--- src/rtl/dac_pkg.sv ---
// ============================================================================
// Module   : dac_pkg
// Purpose  : Shared constants, state encoding and frame builder for the
//            serial DAC write scheduler.
// Revision : 1.0
// ============================================================================
`default_nettype none

package dac_pkg;

  // FSM encoding
  localparam logic [2:0] PWRUP = 3'd0;
  localparam logic [2:0] IDLE  = 3'd1;
  localparam logic [2:0] LOAD  = 3'd2;
  localparam logic [2:0] SHIFT = 3'd3;
  localparam logic [2:0] GAP   = 3'd4;

  localparam logic [3:0] CMD_WRITE        = 4'b0000;
  localparam logic [3:0] CMD_WRITE_UPDATE = 4'b0011;
  localparam logic [3:0] CMD_POWER        = 4'b0100;

  // Power-up of all channels; the low byte is the channel-enable mask.
  localparam logic [31:0] PWRUP_FRAME = {4'h0, CMD_POWER, 24'h0000FF};

  function automatic logic [31:0] mk_frame(input logic [3:0] cmd,
                                           input logic [3:0] addr,
                                           input logic [11:0] code);
    return {4'b0000, cmd, addr, code, 8'h00};
  endfunction

endpackage

`default_nettype wire

--- src/rtl/dac_rr_arbiter.sv ---
// ============================================================================
// Module   : dac_rr_arbiter
// Purpose  : Combinational round-robin pick; search starts at rrPointer.
// Revision : 1.0
// ============================================================================
`default_nettype none

module dac_rr_arbiter #(
  parameter int NUM_CH = 4
) (
  input  logic [NUM_CH-1:0] reqValid,
  input  logic [2:0]        rrPointer,
  output logic [NUM_CH-1:0] grant,
  output logic [2:0]        grantIdx,
  output logic              anyValid
);

  logic [7:0] w_reqPad;
  logic [7:0] w_grantPad;

  assign w_reqPad = 8'(reqValid);
  assign grant    = w_grantPad[NUM_CH-1:0];

  always_comb begin
    int         cand;
    logic [2:0] candIdx;
    w_grantPad = '0;
    grantIdx   = '0;
    anyValid   = 1'b0;
    cand       = 0;
    candIdx    = '0;
    for (int k = 0; k < NUM_CH; k++) begin
      cand = int'(rrPointer) + k;
      if (cand >= NUM_CH) cand = cand - NUM_CH;
      candIdx = 3'(cand);
      if (!anyValid && w_reqPad[candIdx]) begin
        anyValid            = 1'b1;
        w_grantPad[candIdx] = 1'b1;
        grantIdx            = candIdx;
      end
    end
  end

endmodule

`default_nettype wire

--- src/rtl/dac_write_scheduler.sv ---
// ============================================================================
// Module   : dac_write_scheduler
// Purpose  : Shares one serial DAC link among NUM_CH requesters; sends a
//            power-up frame after reset, then serves writes round-robin.
//            Optional macro DAC_SIMUL_UPDATE_EN: write-only frames plus one
//            ldacN pulse per arbitration round.
// Revision : 1.0
// ============================================================================
`default_nettype none

module dac_write_scheduler
  import dac_pkg::*;
#(
  parameter int NUM_CH    = 4,
  parameter int CODE_W    = 12,
  parameter int FRAME_LEN = 32,
  parameter int SYNC_GAP  = 2
) (
  input  logic                     dacSerialClock,
  input  logic                     resetN,
  input  logic [NUM_CH-1:0]        reqValid,
  input  logic [NUM_CH*CODE_W-1:0] reqCode,
  output logic [NUM_CH-1:0]        reqAck,
  output logic                     syncN,
  output logic                     dIn,
  output logic                     ldacN,
  output logic                     busy,
  output logic [2:0]               grantIdx
);

  localparam logic [4:0] c_BIT_LAST = 5'(FRAME_LEN - 1);
  localparam logic [7:0] c_GAP_LAST = 8'(SYNC_GAP - 1);
  localparam logic [2:0] c_LAST_CH  = 3'(NUM_CH - 1);
`ifdef DAC_SIMUL_UPDATE_EN
  localparam logic [3:0] c_CMD = CMD_WRITE;
`else
  localparam logic [3:0] c_CMD = CMD_WRITE_UPDATE;
`endif

  logic [2:0]        r_state;
  logic              r_syncN;
  logic              r_dIn;
  logic [NUM_CH-1:0] r_reqAck;
  logic [2:0]        r_grantIdx;
  logic [2:0]        r_rrPtr;
  logic [31:0]       r_shift;
  logic [4:0]        r_bitCnt;
  logic [7:0]        r_gapCnt;

  logic [NUM_CH-1:0] w_grant;
  logic [2:0]        w_grantIdx;
  logic              w_anyValid;
  logic [CODE_W-1:0] w_code;
  logic [31:0]       w_frame;

  dac_rr_arbiter #(.NUM_CH(NUM_CH)) u_arb (
    .reqValid  (reqValid),
    .rrPointer (r_rrPtr),
    .grant     (w_grant),
    .grantIdx  (w_grantIdx),
    .anyValid  (w_anyValid)
  );

  always_comb begin
    w_code = '0;
    for (int i = 0; i < NUM_CH; i++) begin
      if (w_grantIdx == 3'(i)) w_code = reqCode[i*CODE_W +: CODE_W];
    end
  end

  assign w_frame = mk_frame(c_CMD, {1'b0, w_grantIdx}, w_code);

  always_ff @(posedge dacSerialClock) begin
    if (!resetN) begin
      r_state    <= PWRUP;
      r_syncN    <= 1'b1;
      r_dIn      <= 1'b0;
      r_reqAck   <= '0;
      r_grantIdx <= '0;
      r_rrPtr    <= '0;
      r_shift    <= '0;
      r_bitCnt   <= c_BIT_LAST;
      r_gapCnt   <= '0;
    end else begin
      r_reqAck <= '0;
      case (r_state)
        // PWRUP shares the shifter; its first cycle (syncN still high) loads it.
        PWRUP, SHIFT: begin
          if (r_state == PWRUP && r_syncN) begin
            r_syncN  <= 1'b0;
            r_dIn    <= PWRUP_FRAME[31];
            r_shift  <= {PWRUP_FRAME[30:0], 1'b0};
            r_bitCnt <= c_BIT_LAST;
          end else if (r_bitCnt == 5'd0) begin
            r_syncN  <= 1'b1;
            r_dIn    <= 1'b0;
            r_gapCnt <= c_GAP_LAST;
            r_state  <= GAP;
          end else begin
            r_dIn    <= r_shift[31];
            r_shift  <= {r_shift[30:0], 1'b0};
            r_bitCnt <= r_bitCnt - 5'd1;
          end
        end
        IDLE: begin
          if (w_anyValid) r_state <= LOAD;
        end
        LOAD: begin
          if (w_anyValid) begin
            r_grantIdx <= w_grantIdx;
            r_rrPtr    <= (w_grantIdx == c_LAST_CH) ? 3'd0 : w_grantIdx + 3'd1;
            r_reqAck   <= w_grant;
            r_syncN    <= 1'b0;
            r_dIn      <= w_frame[31];
            r_shift    <= {w_frame[30:0], 1'b0};
            r_bitCnt   <= c_BIT_LAST;
            r_state    <= SHIFT;
          end else begin
            r_state <= IDLE;
          end
        end
        GAP: begin
          if (r_gapCnt == 8'd0) r_state <= IDLE;
          else                  r_gapCnt <= r_gapCnt - 8'd1;
        end
        default: r_state <= IDLE;
      endcase
    end
  end

`ifdef DAC_SIMUL_UPDATE_EN
  logic r_ldacN;
  logic r_roundWrap;

  // A round closes on pointer wrap or when nobody is waiting as the frame ends.
  always_ff @(posedge dacSerialClock) begin
    if (!resetN) begin
      r_ldacN     <= 1'b1;
      r_roundWrap <= 1'b0;
    end else begin
      r_ldacN <= 1'b1;
      if (r_state == LOAD && w_anyValid) r_roundWrap <= (w_grantIdx == c_LAST_CH);
      if (r_state == SHIFT && r_bitCnt == 5'd0 && (r_roundWrap || !(|reqValid)))
        r_ldacN <= 1'b0;
    end
  end

  assign ldacN = r_ldacN;
`else
  assign ldacN = 1'b1;
`endif

  assign syncN    = r_syncN;
  assign dIn      = r_dIn;
  assign reqAck   = r_reqAck;
  assign grantIdx = r_grantIdx;
  assign busy     = (r_state != IDLE);

endmodule

`default_nettype wire

--- config.mk ---
export PLATFORM = sky130hd
export DESIGN_NAME = dac_write_scheduler
export DESIGN_NICKNAME = d
export VERILOG_FILES = /design/src/rtl/dac_pkg.sv /design/src/rtl/dac_rr_arbiter.sv /design/src/rtl/dac_write_scheduler.sv
export SDC_FILE = /design/constraint.sdc
export NUM_CORES = 1
export LEC_CHECK = 0
export ABC_CLOCK_PERIOD_IN_PS = 6640
export BUFFER_PORTS_ARGS = -buffer_cell sky130_fd_sc_hd__buf_2
export CAP_MARGIN = 20
export CORE_ASPECT_RATIO = 0.5
export CORE_MARGIN = 5
export CORE_UTILIZATION = 60
export DETAILED_ROUTE_END_ITERATION = 16
export PLACE_DENSITY = 0.81
export SYNTH_ARGS = -nofsm -noshare
export SYNTH_HDL_FRONTEND = slang
export SYNTH_SLANG_ARGS = --single-unit
--- constraint.sdc ---
create_clock -name dacSerialClock -period 6.64 [get_ports dacSerialClock]
set_clock_uncertainty 0.15 [all_clocks]
set_input_delay 0.996 -clock dacSerialClock [delete_from_list [all_inputs] [get_ports dacSerialClock]]
set_output_delay 0.996 -clock dacSerialClock [all_outputs]
set_load 0.02 [all_outputs]
After elaboration in Yosys (flattened, before gate mapping). Cells that the tools add are included.

Output and inout port bits: 11. Flip-flop bits (word level): 60.

Order comparisons: 12. Eq/ne operators: 16. Reductions and logical operators: 25. $add $sub $neg: 10. Bitwise gates (word level): 3. Multiplexer cells: 62.

Operator list (count): $mux 32 (3); $pmux 32 s2 (1); $mux 12 (4); $mux 3 (13); $mux 8 (3); $mux 1 (17); $lt 3x4->1 const B (4); $mux 4 (4); $pmux 8 s2 (1); $mux 5 (3); $bmux 1 s3 (4); $demux 1 s3 (4); $eq 3x2->1 const B (4); $ge 3x1->1 const B (4); $ge 4x3->1 const B (3); $or 4x4->4 (3); $pmux 3 s4 (1); $sub 3x3->3 const B (4); $pmux 5 s2 (1); $reduce_and 3->1 (3); $add 3x2->4 const B (2); $logic_and 1x1->1 (8); $logic_not 8->1 (1); $ne 2x2->1 const B (4); 19 further kinds (29).

Longest topological paths before layout. Gate-level depths: netlist of run 1.

Word-level depth: 21. Depth in mapped cells: 17. Depth with buffers taken out: 12.

By module. A second synthesis of run 1 with hierarchy kept.

Cell total of the unflattened synthesis: 453. Area, all modules: 3659.8 um^2.

By module, submodules not included: dac_write_scheduler (instances 1, cells an instance 389, seq. area each 1181.1 um^2, area an instance 3155.5 um^2); dac_rr_arbiter (instances 1, cells an instance 64, seq. area each 0.0 um^2, area an instance 504.2 um^2).

Least setup slack after synthesis of run 1. No wires, ideal clock.

Kind: register to register. Start point: reg r_rrPtr[0]. End point: reg r_shift[16]. Library setup time: 0.135 ns. Period minus slack after synthesis: 3.907 ns. Data required time: 6.355 ns. Stages on the path, launching flop included: 17. Arrival: 3.623 ns. Setup slack: 2.733 ns. Cells stage by stage: dfxtp_1 buf_4 clkbuf_1 inv_1 ha_1 buf_6 mux4_2 a21o_1 nor4_4 a211oi_2 buf_6 ha_1 or2_2 clkbuf_1 a21oi_1 o41a_1 o22ai_2.

Longest elaborated chain between the ends: 21. Elaborated cells on any way between the ends: 49.

Ends and longest elaborated chain: from (decl) (line dac_write_scheduler.sv:45) `logic [2:0] r_rrPtr;`; from (signal assigned) (line dac_write_scheduler.sv:111) `r_rrPtr <= (w_grantIdx == c_LAST_CH) ? 3'd0 : w_grantIdx + 3'd1;`; branches (longest 13 deep; another with $add 3x1->4); $mux 3 (*) (line dac_rr_arbiter.sv:36) `if (!anyValid && w_reqPad[candIdx]) begin`; net u_arb.grantIdx[1] (line dac_rr_arbiter.sv:14) `output logic [2:0] grantIdx,`; $logic_not 3->1 (line dac_write_scheduler.sv:67) `if (w_grantIdx == 3'(i)) w_code = reqCode[i*CODE_W +: CODE_W];`; $mux 12 (3 in a row) (line dac_write_scheduler.sv:67); $mux 12 (*) (line dac_write_scheduler.sv:67); $mux 32 (*) (line dac_write_scheduler.sv:109) `if (w_anyValid) begin`; $pmux 32 s2 (*) (line dac_write_scheduler.sv:86) `case (r_state)`; to (signal assigned) (line dac_write_scheduler.sv:92) `r_shift <= {PWRUP_FRAME[30:0], 1'b0};`; to (signal assigned) (line dac_write_scheduler.sv:101) `r_shift <= {r_shift[30:0], 1'b0};`; to (signal assigned) (line dac_write_scheduler.sv:115) `r_shift <= {w_frame[30:0], 1'b0};`; to (decl) (line dac_write_scheduler.sv:46) `logic [31:0] r_shift;`.

Mark *: on every way through the listed nets, which the timed path passes. The select of a mux whose other input is x is not followed. A chain may end at the register's enable or synchronous reset.

Worst setup path after layout of run 1.
Start point: reg r_rrPtr[0]. End point: reg r_shift[16].

Longest elaborated chain between the ends: 21. Elaborated cells on any way between the ends: 49.

Ends and longest elaborated chain: branches (longest 21 deep; another with $add 3x1->4).

Several ways; the timed one is not identified. The select of a mux whose other input is x is not followed.

==> impl_metrics.tcl, run 1 <==
set metrics [dict create \
    pin_count 65 \
    cts_hold_buffers 0 \
    grt_usage_pct 25.3 \
    critical_path.cell_chain "inv_1 -> ha_1 -> mux4_2 -> a21o_1 -> nor4_4 -> a211oi_2 -> clkbuf_8 -> ha_1 -> inv_1 -> nand2_1 -> o221ai_1 -> o22ai_2" \
    worst_hold_path_type "register to register" \
    antenna_found_initial 0 \
    detailedPlacementHpwl_mm 6.44 \
    worst_slew_slack_as_a_fraction_of_its_limit_pct 37.1 \
    via_count 3376 \
    fin_tns_setup_ns 0 \
    antennaDiodeCount 0 \
    use_met1_pct 32.8 \
    syn_nets 478 \
    cpPeakStageDelay_ns 0.77 \
    grt_first_pass_wirelength_mm 15.2 \
    synth_seq_area_share_pct 34.5 \
    initial_core_util_pct 62.1 \
    die_h_um 63.4 \
    net-switching-power_w 0.000218 \
    postSynthCellCount 414 \
    timing.max_cap.violations 0 \
    global_route.usage.met3_pct 8.51 \
    drtPass1Iterations 8 \
    max-clock-path-buffers 2 \
    numPortBuffers 63 \
    synth-edff-count 0 \
    fin_ws_ns 1.94 \
    crit_path_top_delay_cell "dfxtp_1" \
    setup.worst_path.start_class "register" \
    netlist_area_sq_um 3430 \
    power_leakage_nw 1.60 \
    cts_buffers 9 \
    synth.distinct_cells 62 \
    fin_crit_sh_pct 70.8 \
    synthArstFlopShare_pct 0 \
    core_region_area_sq_um 5520 \
    netlist_top_cells_area "dfxtp_1 34%, a21oi_1 7.4%, nand2_1 4.2%" \
    fmax_mhz 213 \
    post_route_cells_drive_above_1_share_pct 22.3 \
    detail-route-antenna-nets 0 \
    drt-vias-per-instance 6.25 \
    setup.worst_path.class "register to register" \
    path_clk_slew_ns 0.05 \
    swShare_pct 23.0 \
    violation_count_after_the_first_detailed_routing_iteration 332 \
    setup_viol_count_final 0 \
    minimum_setup_slack_after_placement_ns 1.74 \
    first_global_vias 3299 \
    clock_sink_count 59 \
    worst_skew_pair.late_latency_ns 0.32 \
    cp_data_required_time_ns 6.69 \
    core_rows 19 \
    postCtsSetupRepairBufs 0 \
    tritoncts_clock_tree "yes" \
    power.ir.vdd_worst_uv 237 \
    gr-usage-met2_pct 40.6 \
    comb_power_share_pct 9.9 \
    top_usage_layer "met2" \
    cts_htree_levels 3 \
    finalHoldViolCount 0 \
    place.detailed.instances 523 \
    postRouteWirelength_mm 9.21 \
    cts_resized 0 \
    netlist.top_cell.by_area "dfxtp_1" \
    place_congestion 0.929 \
    nets 526 \
    grt_start_max_net_pins 38 \
    drc 0 \
    layout.area.seq_sq_um 1180 \
    slew_limit_fails 0 \
    power_frac_clock_pct 51.5 \
    gr-total-overflow 0 \
    final-instance-count-excl-fill 540 \
    synth-warning-count 0 \
    area_used_by_multi_input_combinational_logic_sq_um 2000 \
    pin_slew_with_the_least_headroom_to_its_limit_ns 0.941 \
    crit_path_end_kind "register" \
    outcome "complete, no violations" \
    ctsRootBufferMaster "clkbuf_16" \
    die_area_sq_um 7410 \
    pwr-share-seq_pct 38.6 \
    synth_top_cell_area_share_pct 34.5 \
    area_growth_syn_to_layout_pct 17.7 \
    die_width_um 117 \
    synth-main-ff-cell "dfxtp_1" \
    mean_instance_size_in_the_synthesized_netlist_sq_um 8.28 \
    cp_data_arrival_time_ns 4.75 \
    routedWlPerCell_um 17.1 \
    crit_fanout 18 \
    period_needed_ns 4.70 \
    layout.filler_cells 416 \
    pwr_density_cell_nw_per_um2 234 \
    setup_repair_after_global_routing_missed_its_margin "false" \
    cell_internal_pwr_w 0.000727 \
    ys_seq_elements 59 \
]
power by group through the flow:
stage | logic (W) | registers (W) | clock network [W]
after floorplan | 0.0000574 | 0.000372 | 0
after detailed placement | 0.0000892 | 0.000372 | 0
after CTS | 0.0000907 | 0.000365 | 0.000487
after global placement | 0.0000883 | 0.000372 | 0
final | 0.0000932 | 0.000365 | 0.000486
after global routing | 0.000101 | 0.000365 | 0.000507
metrics by stage:
step	total power [W]	util (%)	instance area, sq um	hold WS, ns
floorplan	0.000429	-	3430	0.282
global placement	0.000460	67.3	3710	0.288
detailed placement	0.000461	67.3	3710	0.294
CTS	0.000942	72.9	4020	0.301
global route	0.000973	73.2	4040	0.321
finish	0.000944	73.2	4040	0.303
final timing paths:
path / from / end / slack [ns] / cells past startpoint
setup / recovery: r_rrPtr[0] / r_shift[16] / 1.94 / 12
hold / removal: grantIdx[0] / grantIdx[0] / 0.30 / 2
setup reg to reg: r_rrPtr[0] / r_shift[16] / 1.94 / 12
hold reg to reg: grantIdx[0] / grantIdx[0] / 0.30 / 2
layer usage:
| layer | part of all wire, % | vias up |
|---|---|---|
| met5 | 0 | - |
| met4 | 1.4 | 0 |
| met3 | 9.2 | 18 |
| met2 | 46 | 165 |
| met1 | 44 | 1571 |
| li1 | - | 1622 |
synthesized netlist by cell type, types with 3 or more instances:
master,instances
nand2b_1,4
o211ai_1,8
clkbuf_1,18
nor2_1,32
inv_1,26
and3_1,5
nor3_1,8
o21a_1,13
nand2_1,38
o22ai_1,7
xor2_1,6
o221ai_1,12
a21oi_1,51
buf_4,3
o41a_1,12
or2_2,3
o21ai_0,10
dfxtp_1,59
mux2i_1,4
o22ai_2,8
a211oi_1,5
buf_2,8
ha_1,10
nand3_1,14
a31oi_1,4
sequential cells by signal, summed over array words and instances, names as in the netlist:
register,count
dIn,1
grantIdx,3
r_bitCnt,5
r_gapCnt,8
r_rrPtr,3
r_shift,31
r_state,3
reqAck,4
syncN,1
final cells by class:
| cell class | count | area share (%) |
|---|---|---|
| Multi-Input combinational cell | 298 | 49.5 |
| Sequential cell | 59 | 29.3 |
| Timing Repair Buffer | 68 | 8.90 |
| Clock buffer | 11 | 5.77 |
| Inverter | 26 | 2.42 |
| Tap cell | 73 | 2.26 |
| Clock inverter | 5 | 1.92 |
critical path: cells and delay by family (launching register included):
| family | cells | cell delay, ns |
|---|---|---|
| buffers and inverters | 3 | 0.77 |
| multiplexers | 1 | 0.58 |
| adder cells (fa/ha/maj) | 2 | 0.75 |
| flip-flops | 1 | 0.77 |
| AO/OA/AOI/OAI | 4 | 0.82 |
| AND/OR/NAND/NOR | 2 | 0.72 |
cells by family (layout without fill, tap and decap cells):
group | after synthesis | after routing | share of synthesized area (%)
multiplexers | 8 | 8 | 3.58
AO/OA/AOI/OAI | 148 | 148 | 31.1
AND/OR/NAND/NOR | 124 | 124 | 18.0
buffers and inverters | 57 | 110 | 7.30
adder cells (fa/ha/maj) | 10 | 10 | 3.65
other | 1 | 1 | 0.109
flip-flops | 59 | 59 | 34.5
XOR/XNOR | 7 | 7 | 1.79
cells in the final DEF, fill, tap and decap left out, types with 8 or more instances in the layout:
cell type / instances
o221ai_1: 12
ha_1: 10
nor2_1: 32
nor3_1: 8
o21ai_0: 10
inv_1: 26
o211ai_1: 8
nand2_1: 38
o41a_1: 12
clkbuf_16: 9
o22ai_2: 8
dfxtp_1: 59
o21a_1: 13
buf_2: 63
a21oi_1: 51
nand3_1: 14
Power figures use the tool's default switching activity.
==> run 2: changes to the inputs <==
Settings changed: ABC_AREA set to 1, ABC_CLOCK_PERIOD_IN_PS 6640 to 4100, CORE_UTILIZATION 60 to 51, PLACE_DENSITY 0.81 to 0.73.
Clock period 6.64 ns to 4.1 ns, I/O delays scaled along.
==> impl_metrics.tcl, run 2 <==
set metrics [dict create \
    initial_core_util_pct 52.8 \
    reg2reg_slack_ns 0.45 \
    die_area_sq_um 8830 \
    synth-adder-area-share_pct 3.53 \
    netlist_area_sq_um 3550 \
    numPortBuffers 63 \
    cts_resized 0 \
    place_congestion 0.933 \
    grt_start_max_net_pins 40 \
    ctsRootBufferMaster "clkbuf_16" \
    area_growth_syn_to_layout_pct 17.6 \
    startpoint_of_the_lowest_slack_register_to_register_path "r_rrPtr[0]" \
    fmax_mhz 274 \
    path_clk_slew_ns 0.05 \
    timing.max_cap.violations 0 \
    gr-total-overflow 0 \
    cpPeakStageDelay_ns 0.60 \
    die_width_um 128 \
    setup_viol_count_final 0 \
    crit_path_buf_inv_count 3 \
    synth_commonest_cells "115 x nand2_1, 77 x a21oi_1, 68 x inv_1" \
    worst_slew_slack_as_a_fraction_of_its_limit_pct 57.1 \
    dominant_combinational_cell_family_by_area_after_synthesis "simple AND/OR/NAND/NOR gates" \
    drtPass1Iterations 4 \
    whs_path_cells 2 \
    worst_hold_path_type "register to register" \
    antennaDiodeCount 0 \
    place.detailed.instances 674 \
    crit_path_top_delay_cell "dfxtp_1" \
    grt_usage_pct 19.8 \
    synth_compound_area_share_pct 19.0 \
    routedWlPerCell_um 12.3 \
    largest_register "r_shift" \
    netlist_top_cells_area "dfxtp_1 33%, nand2_1 12%, a21oi_1 11%" \
    synth-edff-count 0 \
    worst_r2r_endpoint "r_shift[15]" \
    drc 0 \
    grt_first_pass_wirelength_mm 14.2 \
    pwr_density_cell_nw_per_um2 861 \
    pin_slew_with_the_least_headroom_to_its_limit_ns 0.642 \
    mostFrequentLayoutCells "115 x nand2_1, 77 x a21oi_1, 68 x inv_1, 64 x nor2_1, 63 x buf_2" \
    finalHoldViolCount 0 \
    hold_end "grantIdx[2]" \
    worstSetupPathDepth 16 \
    worst_reg2reg_path_depth 16 \
    postRouteWirelength_mm 8.50 \
    cp_data_arrival_time_ns 3.76 \
    synth-main-ff-cell "dfxtp_1" \
    worstHoldStart "grantIdx[2]" \
    number_of_flip_flops_in_the_largest_register 31 \
    synth-warning-count 0 \
    worst_skew_pair.late_latency_ns 0.32 \
    synth-simple-area-share_pct 31.5 \
    ys_seq_elements 59 \
    pin_count 65 \
    via_count 3431 \
    synthArstFlopShare_pct 0 \
    crit_fanout 24 \
    startpoint "r_rrPtr[0]" \
    post_synthesis_xor_xnor_area_fraction_pct 0.494 \
    power.ir.vdd_worst_uv 499 \
    slew_limit_fails 0 \
    antenna_found_initial 0 \
    syn_nets 606 \
    mean_instance_size_in_the_synthesized_netlist_sq_um 6.55 \
    core_rows 21 \
    drt-vias-per-instance 4.98 \
    timing.critical_path.max_delay_family "simple AND/OR/NAND/NOR gates" \
    setup.worst_path.class "register to register" \
    first_global_vias 3104 \
    synth_top_cell_area_share_pct 33.3 \
    final-instance-count-excl-fill 689 \
    synth_most_common_cell "nand2_1" \
    critical_path.cell_chain "inv_2 -> ha_1 -> inv_1 -> nand3_2 -> nand3_4 -> nand3_1 -> nor3_1 -> nor2_4 -> inv_1 -> ha_2 -> a21oi_1 -> nand2_1 -> nand2_1 -> nand2_1 -> nand2_1 -> a21oi_1" \
    max-clock-path-buffers 2 \
    power_leakage_nw 2.06 \
    crit_path_end_kind "register" \
    synth.mux.area_fraction_pct 0 \
    synth.distinct_cells 37 \
    setup_repair_after_global_routing_missed_its_margin "false" \
    cp_data_required_time_ns 4.20 \
    core_region_area_sq_um 6730 \
    detail-route-antenna-nets 0 \
    post_route_cells_drive_above_1_share_pct 18.8 \
    outcome "complete, no violations" \
    cts_buffers 9 \
    period_needed_ns 3.65 \
    detailedPlacementHpwl_mm 5.98 \
    netlist.top_cell.by_area "dfxtp_1" \
    mostFrequentLayoutCell "nand2_1" \
    fin_tns_setup_ns 0 \
    nets 657 \
    die_h_um 69.0 \
    cts_htree_levels 3 \
    fin_crit_sh_pct 89.1 \
    postSynthCellCount 542 \
    violation_count_after_the_first_detailed_routing_iteration 232 \
    tritoncts_clock_tree "yes" \
    cts_hold_buffers 0 \
    largest_registers "r_shift x31, r_gapCnt x8, r_bitCnt x5" \
    postCtsSetupRepairBufs 0 \
    synth_seq_area_share_pct 33.3 \
    setup.worst_path.start_class "register" \
    path_common_cell "nand2_1" \
    clock_sink_count 59 \
]
==> run 2: cell count changes in the layout (fill, tap and decap cells not counted), moves of 14 or more <==
cell	previous run	this run
a21oi_1	51	77
inv_1	26	68
nor2_1	32	64
nand3_1	14	28
nand2_1	38	115
==> run 2: metal layers <==
layer  vias up  share of wire [%]  global-route usage [%]
met5         -                  0                       0
met4         0                1.0                    6.48
met3         8                6.8                    5.15
met2        99                 43                    32.0
met1      1476                 49                    26.3
li1       1848                  -                       -
==> run 2: cells by family (layout without fill, tap and decap cells) <==
kind of cell | count (synthesis) | in the layout
buffers and inverters | 100 | 155
AO/OA/AOI/OAI | 124 | 124
other | 1 | 1
AND/OR/NAND/NOR | 246 | 246
flip-flops | 59 | 59
XOR/XNOR | 2 | 2
adder cells (fa/ha/maj) | 10 | 10
==> run 2: report_power, final <==
group          switching, W  internal [W]
registers         0.0000711      0.000707
logic               0.00137      0.000663
clock network      0.000244      0.000533
total               0.00169       0.00190
==> run 2: layout make-up <==
type / count / area (sq um)
Sequential cell: 59 / 1180
Inverter: 74 / 278
Clock buffer: 14 / 284
Fill cell: 673 / 2550
Multi-Input combinational cell: 383 / 1950
Timing Repair Buffer: 66 / 338
Clock inverter: 1 / 30.0
Tap cell: 92 / 115
==> run 2: tightest hold or removal path, stage by stage (launching register included) <==
cell and delay, ns:
dfxtp_1 0.30, nand2_1 0.06, nor2_1 0.03
==> run 2: worst max path at each step <==
stage / endpoint / slack, ns
floorplan: r_shift[13] / 1.15
global placement: r_shift[19] / 0.35
detailed placement: r_shift[19] / 0.25
CTS: r_shift[19] / 0.24
global route: r_shift[10] / 0.10
finish: r_shift[15] / 0.45
==> run 2: stage by stage <==
step                utilization, %  hold slack [ns]  power (W)  instance area, sq um  setup slack [ns]
floorplan                        -            0.280    0.00252                  3550              1.15
global placement              57.3            0.277    0.00277                  3850             0.355
global route                  62.0            0.315    0.00395                  4170             0.101
detailed placement            57.3            0.278    0.00279                  3850             0.254
finish                        62.0            0.284    0.00359                  4170             0.446
CTS                           61.9            0.287    0.00359                  4170             0.239
